`src/rtl/bern_keystream_gen.sv`:
```
// Bernoulli-map key generator: iterates a doubling map over a seed a programmable
// number of rounds and hands each key out on a valid/ready port, optionally streaming.
module bern_keystream_gen #(
    parameter int unsigned  W        = 80,
    parameter int unsigned  RW       = 8,
    parameter logic [W-1:0] TAP_MASK = (W'(3) << (W - 2)) | W'(3)
) (
    input  logic          Clk,
    input  logic          Reset,
    input  logic          start,
    input  logic [W-1:0]  seed,
    input  logic [RW-1:0] rounds,
    input  logic          mode,
    input  logic          stream,
    output logic [W-1:0]  key_out,
    output logic          key_valid,
    input  logic          key_ready,
    output logic          busy,
    output logic          done
);

    typedef enum logic [1:0] {
        IDLE = 2'd0,
        ITER = 2'd1,
        OUT  = 2'd2
    } state_t;

    state_t        state_q;
    logic [W-1:0]  key_q;
    logic [RW-1:0] cnt_q;
    logic [RW-1:0] rounds_q;
    logic          mode_q;
    logic          valid_q;
    logic          busy_q;
    logic          done_q;

    logic [RW-1:0] start_cnt_d;
    logic [RW-1:0] reload_cnt_d;

    // Adding 2^(W-1) mod 2^W only flips the top bit of the shifted value.
    function automatic logic [W-1:0] map_step(
        input logic [W-1:0] x,
        input logic         pert
    );
        logic [W-1:0] y;
        y = x << 1;
        if (x[W-1:W-2] != 2'b00) begin
            y[W-1] = ~y[W-1];
        end
        if (pert) begin
            y[0] = ^(x & TAP_MASK);
        end
        return y;
    endfunction

    assign start_cnt_d  = (rounds == '0)   ? RW'(1) : rounds;
    assign reload_cnt_d = (rounds_q == '0) ? RW'(1) : rounds_q;

    always_ff @(posedge Clk or posedge Reset) begin
        if (Reset) begin
            state_q  <= IDLE;
            key_q    <= '0;
            cnt_q    <= '0;
            rounds_q <= '0;
            mode_q   <= 1'b0;
            valid_q  <= 1'b0;
            busy_q   <= 1'b0;
            done_q   <= 1'b0;
        end else begin
            done_q <= 1'b0;
            unique case (state_q)
                IDLE: begin
                    if (start) begin
                        key_q    <= seed;
                        cnt_q    <= start_cnt_d;
                        rounds_q <= rounds;
                        mode_q   <= mode;
                        busy_q   <= 1'b1;
                        state_q  <= ITER;
                    end
                end
                ITER: begin
                    key_q <= map_step(key_q, mode_q);
                    cnt_q <= cnt_q - RW'(1);
                    if (cnt_q == RW'(1)) begin
                        valid_q <= 1'b1;
                        state_q <= OUT;
                    end
                end
                OUT: begin
                    if (key_ready) begin
                        valid_q <= 1'b0;
                        if (stream) begin
                            cnt_q   <= reload_cnt_d;
                            state_q <= ITER;
                        end else begin
                            done_q  <= 1'b1;
                            busy_q  <= 1'b0;
                            state_q <= IDLE;
                        end
                    end
                end
                default: begin
                    valid_q <= 1'b0;
                    busy_q  <= 1'b0;
                    state_q <= IDLE;
                end
            endcase
        end
    end

    assign key_out   = key_q;
    assign key_valid = valid_q;
    assign busy      = busy_q;
    assign done      = done_q;

endmodule

```
`config.mk`:
```
export PLATFORM = sky130hd
export DESIGN_NAME = bern_keystream_gen
export DESIGN_NICKNAME = d
export VERILOG_FILES = /design/src/rtl/bern_keystream_gen.sv
export SDC_FILE = /design/constraint.sdc
export NUM_CORES = 1
export LEC_CHECK = 0
export BUFFER_PORTS_ARGS = -buffer_cell sky130_fd_sc_hd__buf_2
export CAP_MARGIN = 40
export CORE_UTILIZATION = 45
export CTS_CLUSTER_SIZE = 20
export DETAILED_ROUTE_END_ITERATION = 8
export PLACE_DENSITY = 0.8
export SLEW_MARGIN = 40
export SYNTH_ARGS = -nofsm -noshare
export SYNTH_HDL_FRONTEND = slang
export SYNTH_SLANG_ARGS = --single-unit
```
`constraint.sdc`:
```
create_clock -name Clk -period 5.5 [get_ports Clk]
set_input_delay 1.375 -clock Clk [delete_from_list [all_inputs] [get_ports Clk]]
set_output_delay 1.375 -clock Clk [all_outputs]
set_load 0.02 [all_outputs]
```
==> flow_results.org <==
** Status
- The run finished with clean final reports.

** Detailed routing
- The detailed router finished its first iteration with 174 violations.
- The routed layout has 4067 vias.
- First drt pass iteration count :: 4
- In the routed layout, each cell is associated on average with a via count of 5.194.
- For this block, the routed nets add up to between 10000 and 15000 um of wire.
- For this run, design rule violations remaining after detail routing come to 0.
- After detailed routing, the average wire length per cell comes to 14.61 um.
- The detail route stage leaves a number of antenna-violating nets equal to 0.

** Global route
- The initial antenna violation count is 0.
- Global-route wire length before repair :: 18640 um
- Met1 track utilization from global routing :: 26.44%
- Met3 capacity usage during global routing :: 5.410%
- All-layer global routing usage :: 20.73%
- Met2 usage :: between 30% and 40%
- Global routing finished with a remaining overflow of 0.
- The number of global-route vias before repair was approximately 3900.
- The global routing stage identified its most utilized layer as met2.
- Entering global routing, the biggest net connects 71 pins.

** Logic synthesis
- Summing the areas of all and, or, nand and nor instances in the mapped netlist gives between 10% and 20% of the synthesized area.
- By area the synthesized netlist is led by sky130_fd_sc_hd__dfrtp_1, sky130_fd_sc_hd__mux2i_1, sky130_fd_sc_hd__o21ai_0, sky130_fd_sc_hd__nand2_1, sky130_fd_sc_hd__mux2_2.
- Sequential cell area fraction in the yosys report :: a little over 50%
- In this run the mean area of a mapped cell was 10.29 um2.
- Main flop type after synthesis :: sky130_fd_sc_hd__dfrtp_1
- The synthesized design spends more area on one cell type than any other, namely sky130_fd_sc_hd__dfrtp_1.
- Share of synthesized area spent on multiplexers :: 18.69%
- Synthesized-area fraction occupied by ao, oa, aoi and oai cells :: 13.35%
- The synthesized design contains 0 enable-type register cells.
- Combinational family with the most area after synthesis :: multiplexers
- Post-Synthesis Cells :: 481
- The synthesized netlist occupies a cell area of about 4900 um2.
- Syn_nets :: 582
- Most frequently used cell type in the post-synthesis netlist :: sky130_fd_sc_hd__dfrtp_1
- Yosys mapped the design onto 38 distinct sky130hd cell types.
- After synthesis, the share of flip-flops with an asynchronous set or reset is 100.0%.
- In this run, synthesis produced a sequential element count of 102.
- After Yosys synthesis, full adders, half adders and majority gates account for 1.770% of the synthesized area.
- The top cell type by area accounts for 51.58% of the synthesized area.
- Ranked by instance count, the synthesized netlist is headed by sky130_fd_sc_hd__dfrtp_1, sky130_fd_sc_hd__nand2_1, sky130_fd_sc_hd__o21ai_0, sky130_fd_sc_hd__mux2i_1, sky130_fd_sc_hd__buf_2.
- The synthesized netlist devotes less than 1% of its cell area to XOR and XNOR gates.
- Yosys warning total :: 0

** Setup path
- Kind of cell with the highest combined delay on the critical path :: buffers and inverters
- Critical path capture point type :: register
- Critical path's slowest cell :: sky130_fd_sc_hd__buf_4
- The critical path contains buffers and inverters numbering 2 combined.
- Slowest Stage Delay on Critical Path :: between 0.7 and 0.8 ns
- Data arrival time of the critical path :: 2.91 ns
- The critical path is of the reg -> reg type.
- Crit path cell chain :: inv_1, ha_4, buf_4, nand4_1, a311o_1, nand2_1
- Of all nets on the critical path, the largest fanout is 52.
- Category of the worst setup path launch point :: register
- For the worst setup path, the data required time is 5.80 ns.

** Die
- Core ar. :: 10510 um2
- The floorplan step defined a die boundary enclosing 11420 um2.
- Die Width :: 106.9 um
- The die is approximately 110 um tall.
- Row Count :: 37
- Initial Utilization :: 47.09%
- Number of I/O pins :: about 180

** Clock tree
- Cts bufs inserted :: 9
- After clock tree synthesis, the flow added hold-fix buffers numbering 0.
- TritonCTS built the clock tree.
- Worst skew pair latency :: approximately 0.36 ns
- In this run, post-CTS repair resized a total of 0 instances.
- In this run the clock root is driven by a sky130_fd_sc_hd__clkbuf_8.
- Number of sinks handled by clock tree synthesis :: between 100 and 150
- Once the clock tree was built, the setup fixing pass inserted 0 buffers.
- Clock-pin slew of the registers on the worst-case setup and hold paths :: 0.09 ns
- CTS max path bufs :: 2
- Htree depth :: 3

** Timing
- For the final routed database, the setup TNS stands at 0 ns.
- The number of pins with negative max-slew slack in the final report came to 0.
- The number of hold-slack violations in the final timing report came to 0.
- Final worst path period share :: 47.51%
- Highest attainable clock frequency :: 0.3827 GHz
- Setup repair after global routing missed its margin :: no
- Worst Skew :: roughly 0.0078 ns
- For the pin with the worst max-slew slack, the measured transition is 0.8281 ns.
- Final hold slack :: 0.5088 ns
- Worst slew margin relative to its limit :: 44.79%
- After layout, the minimum clock period comes to 2.613 ns.
- Setup violations remaining at the end of the flow were counted as 0.

** Power
- Leakage power summed over all cells :: 3.151 nW
- IR analysis of the VDD net gives a maximum drop of 0.3406 mV.
- Power per unit of standard cell area :: 657.0 nW/um2

** Cells and area
- Synthesis-to-layout area growth :: 24.15%
- Nets@finish :: roughly 740
- Number of fill cells in the layout :: 894
- At the end of the flow the core is filled with cells to 58.46%.
- Cells with a size suffix above 1 make up 32.92% of the layout.
- Cell Count, Final, Fillers Out :: 783
- 0 antenna diodes ended up in the layout.

** Place
- Final HPWL DP :: 8287 um
- Final weighted congestion in routability-driven placement :: 0.8868
- Input and output buffers added on the ports amount to about 180.
- Counting tap cells, the placed design contains a total of 767 instances.

** Hold path
- The min-delay analysis places its worst path in the category reg -> reg.

** Flow run
- Max Cap Violations :: 0
-- path summary, 6_finish.rpt --
path / start / endpoint / slack [ns] / depth (start not counted)
max in group asynchronous: Reset / key_out[76] / 3.31 / 3
min: busy / busy / 0.51 / 1
min reg2reg: busy / busy / 0.51 / 1
max reg2reg: state_q[1] / cnt_q[7] / 2.89 / 6
min in group asynchronous: Reset / key_out[8] / 1.07 / 2
max: state_q[1] / cnt_q[7] / 2.89 / 6
-- kinds of logic (layout without fill, tap and decap cells) --
kind of cell | after synthesis | after routing
flops | 102 | 102
simple gates | 121 | 121
compound gates | 119 | 119
fa+ha+maj | 7 | 7
buf+inv | 38 | 204
mux | 91 | 91
xor+xnor | 3 | 3
-- power by group --
group,switching [mW],internal (mW)
clock,0.257,0.270
sequential,0.312,1.12
combinational,1.26,0.811
total,1.83,2.20
-- sequential cells by signal (all words and copies together) (netlist names) --
register / flops
mode_q: 1
key_out: 80
done: 1
key_valid: 1
cnt_q: 8
busy: 1
state_q: 2
rounds_q: 8
-- through the flow --
step,area (um2),power (mW),worst slack (ns)
2_1_floorplan,4949,2.920,1.450
3_3_place_gp,5901,3.430,2.221
3_5_place_dp,5921,3.546,2.555
4_1_cts,6143,4.080,2.832
5_1_grt,6143,4.357,2.643
6_report,6143,4.036,2.887
-- metal layers --
metal	share of wire, %	vias to the layer above
met5	0	-
met4	1.9	0
met3	6.2	17
met2	49	138
met1	43	1911
li1	-	2001
-- layout make-up --
cell class	instances	area, um2	share of cell area (%)
Clock inverter	5	81.33	1.324
Tap cell	136	170.2	2.770
Clock buffer	11	141.4	2.301
Sequential cell	102	2552	41.55
Multi-Input combinational cell	341	2242	36.50
Timing Repair Buffer	180	923.4	15.03
Inverter	8	32.53	0.5295
-- layout by cell type (no fill, tap or decap), types with 2 or more instances in the layout --
cell | synthesis | routed
sky130_fd_sc_hd__ha_1 | 7 | 6
sky130_fd_sc_hd__o21ai_0 | 94 | 94
sky130_fd_sc_hd__inv_1 | 8 | 7
sky130_fd_sc_hd__xor2_1 | 3 | 3
sky130_fd_sc_hd__nand2_1 | 94 | 94
sky130_fd_sc_hd__nor3_1 | 3 | 3
sky130_fd_sc_hd__clkbuf_8 | 0 | 10
sky130_fd_sc_hd__a21oi_1 | 7 | 7
sky130_fd_sc_hd__nor4_1 | 2 | 2
sky130_fd_sc_hd__mux2_2 | 11 | 11
sky130_fd_sc_hd__dfrtp_1 | 102 | 102
sky130_fd_sc_hd__a211oi_1 | 4 | 4
sky130_fd_sc_hd__buf_2 | 19 | 176
sky130_fd_sc_hd__bufinv_16 | 0 | 2
sky130_fd_sc_hd__buf_4 | 2 | 3
sky130_fd_sc_hd__and4b_1 | 2 | 2
sky130_fd_sc_hd__mux2i_1 | 80 | 80
sky130_fd_sc_hd__nor2_1 | 9 | 9
sky130_fd_sc_hd__a211o_1 | 2 | 2
sky130_fd_sc_hd__nor2b_1 | 3 | 3
No activity file was read; power rests on OpenSTA's default activity.
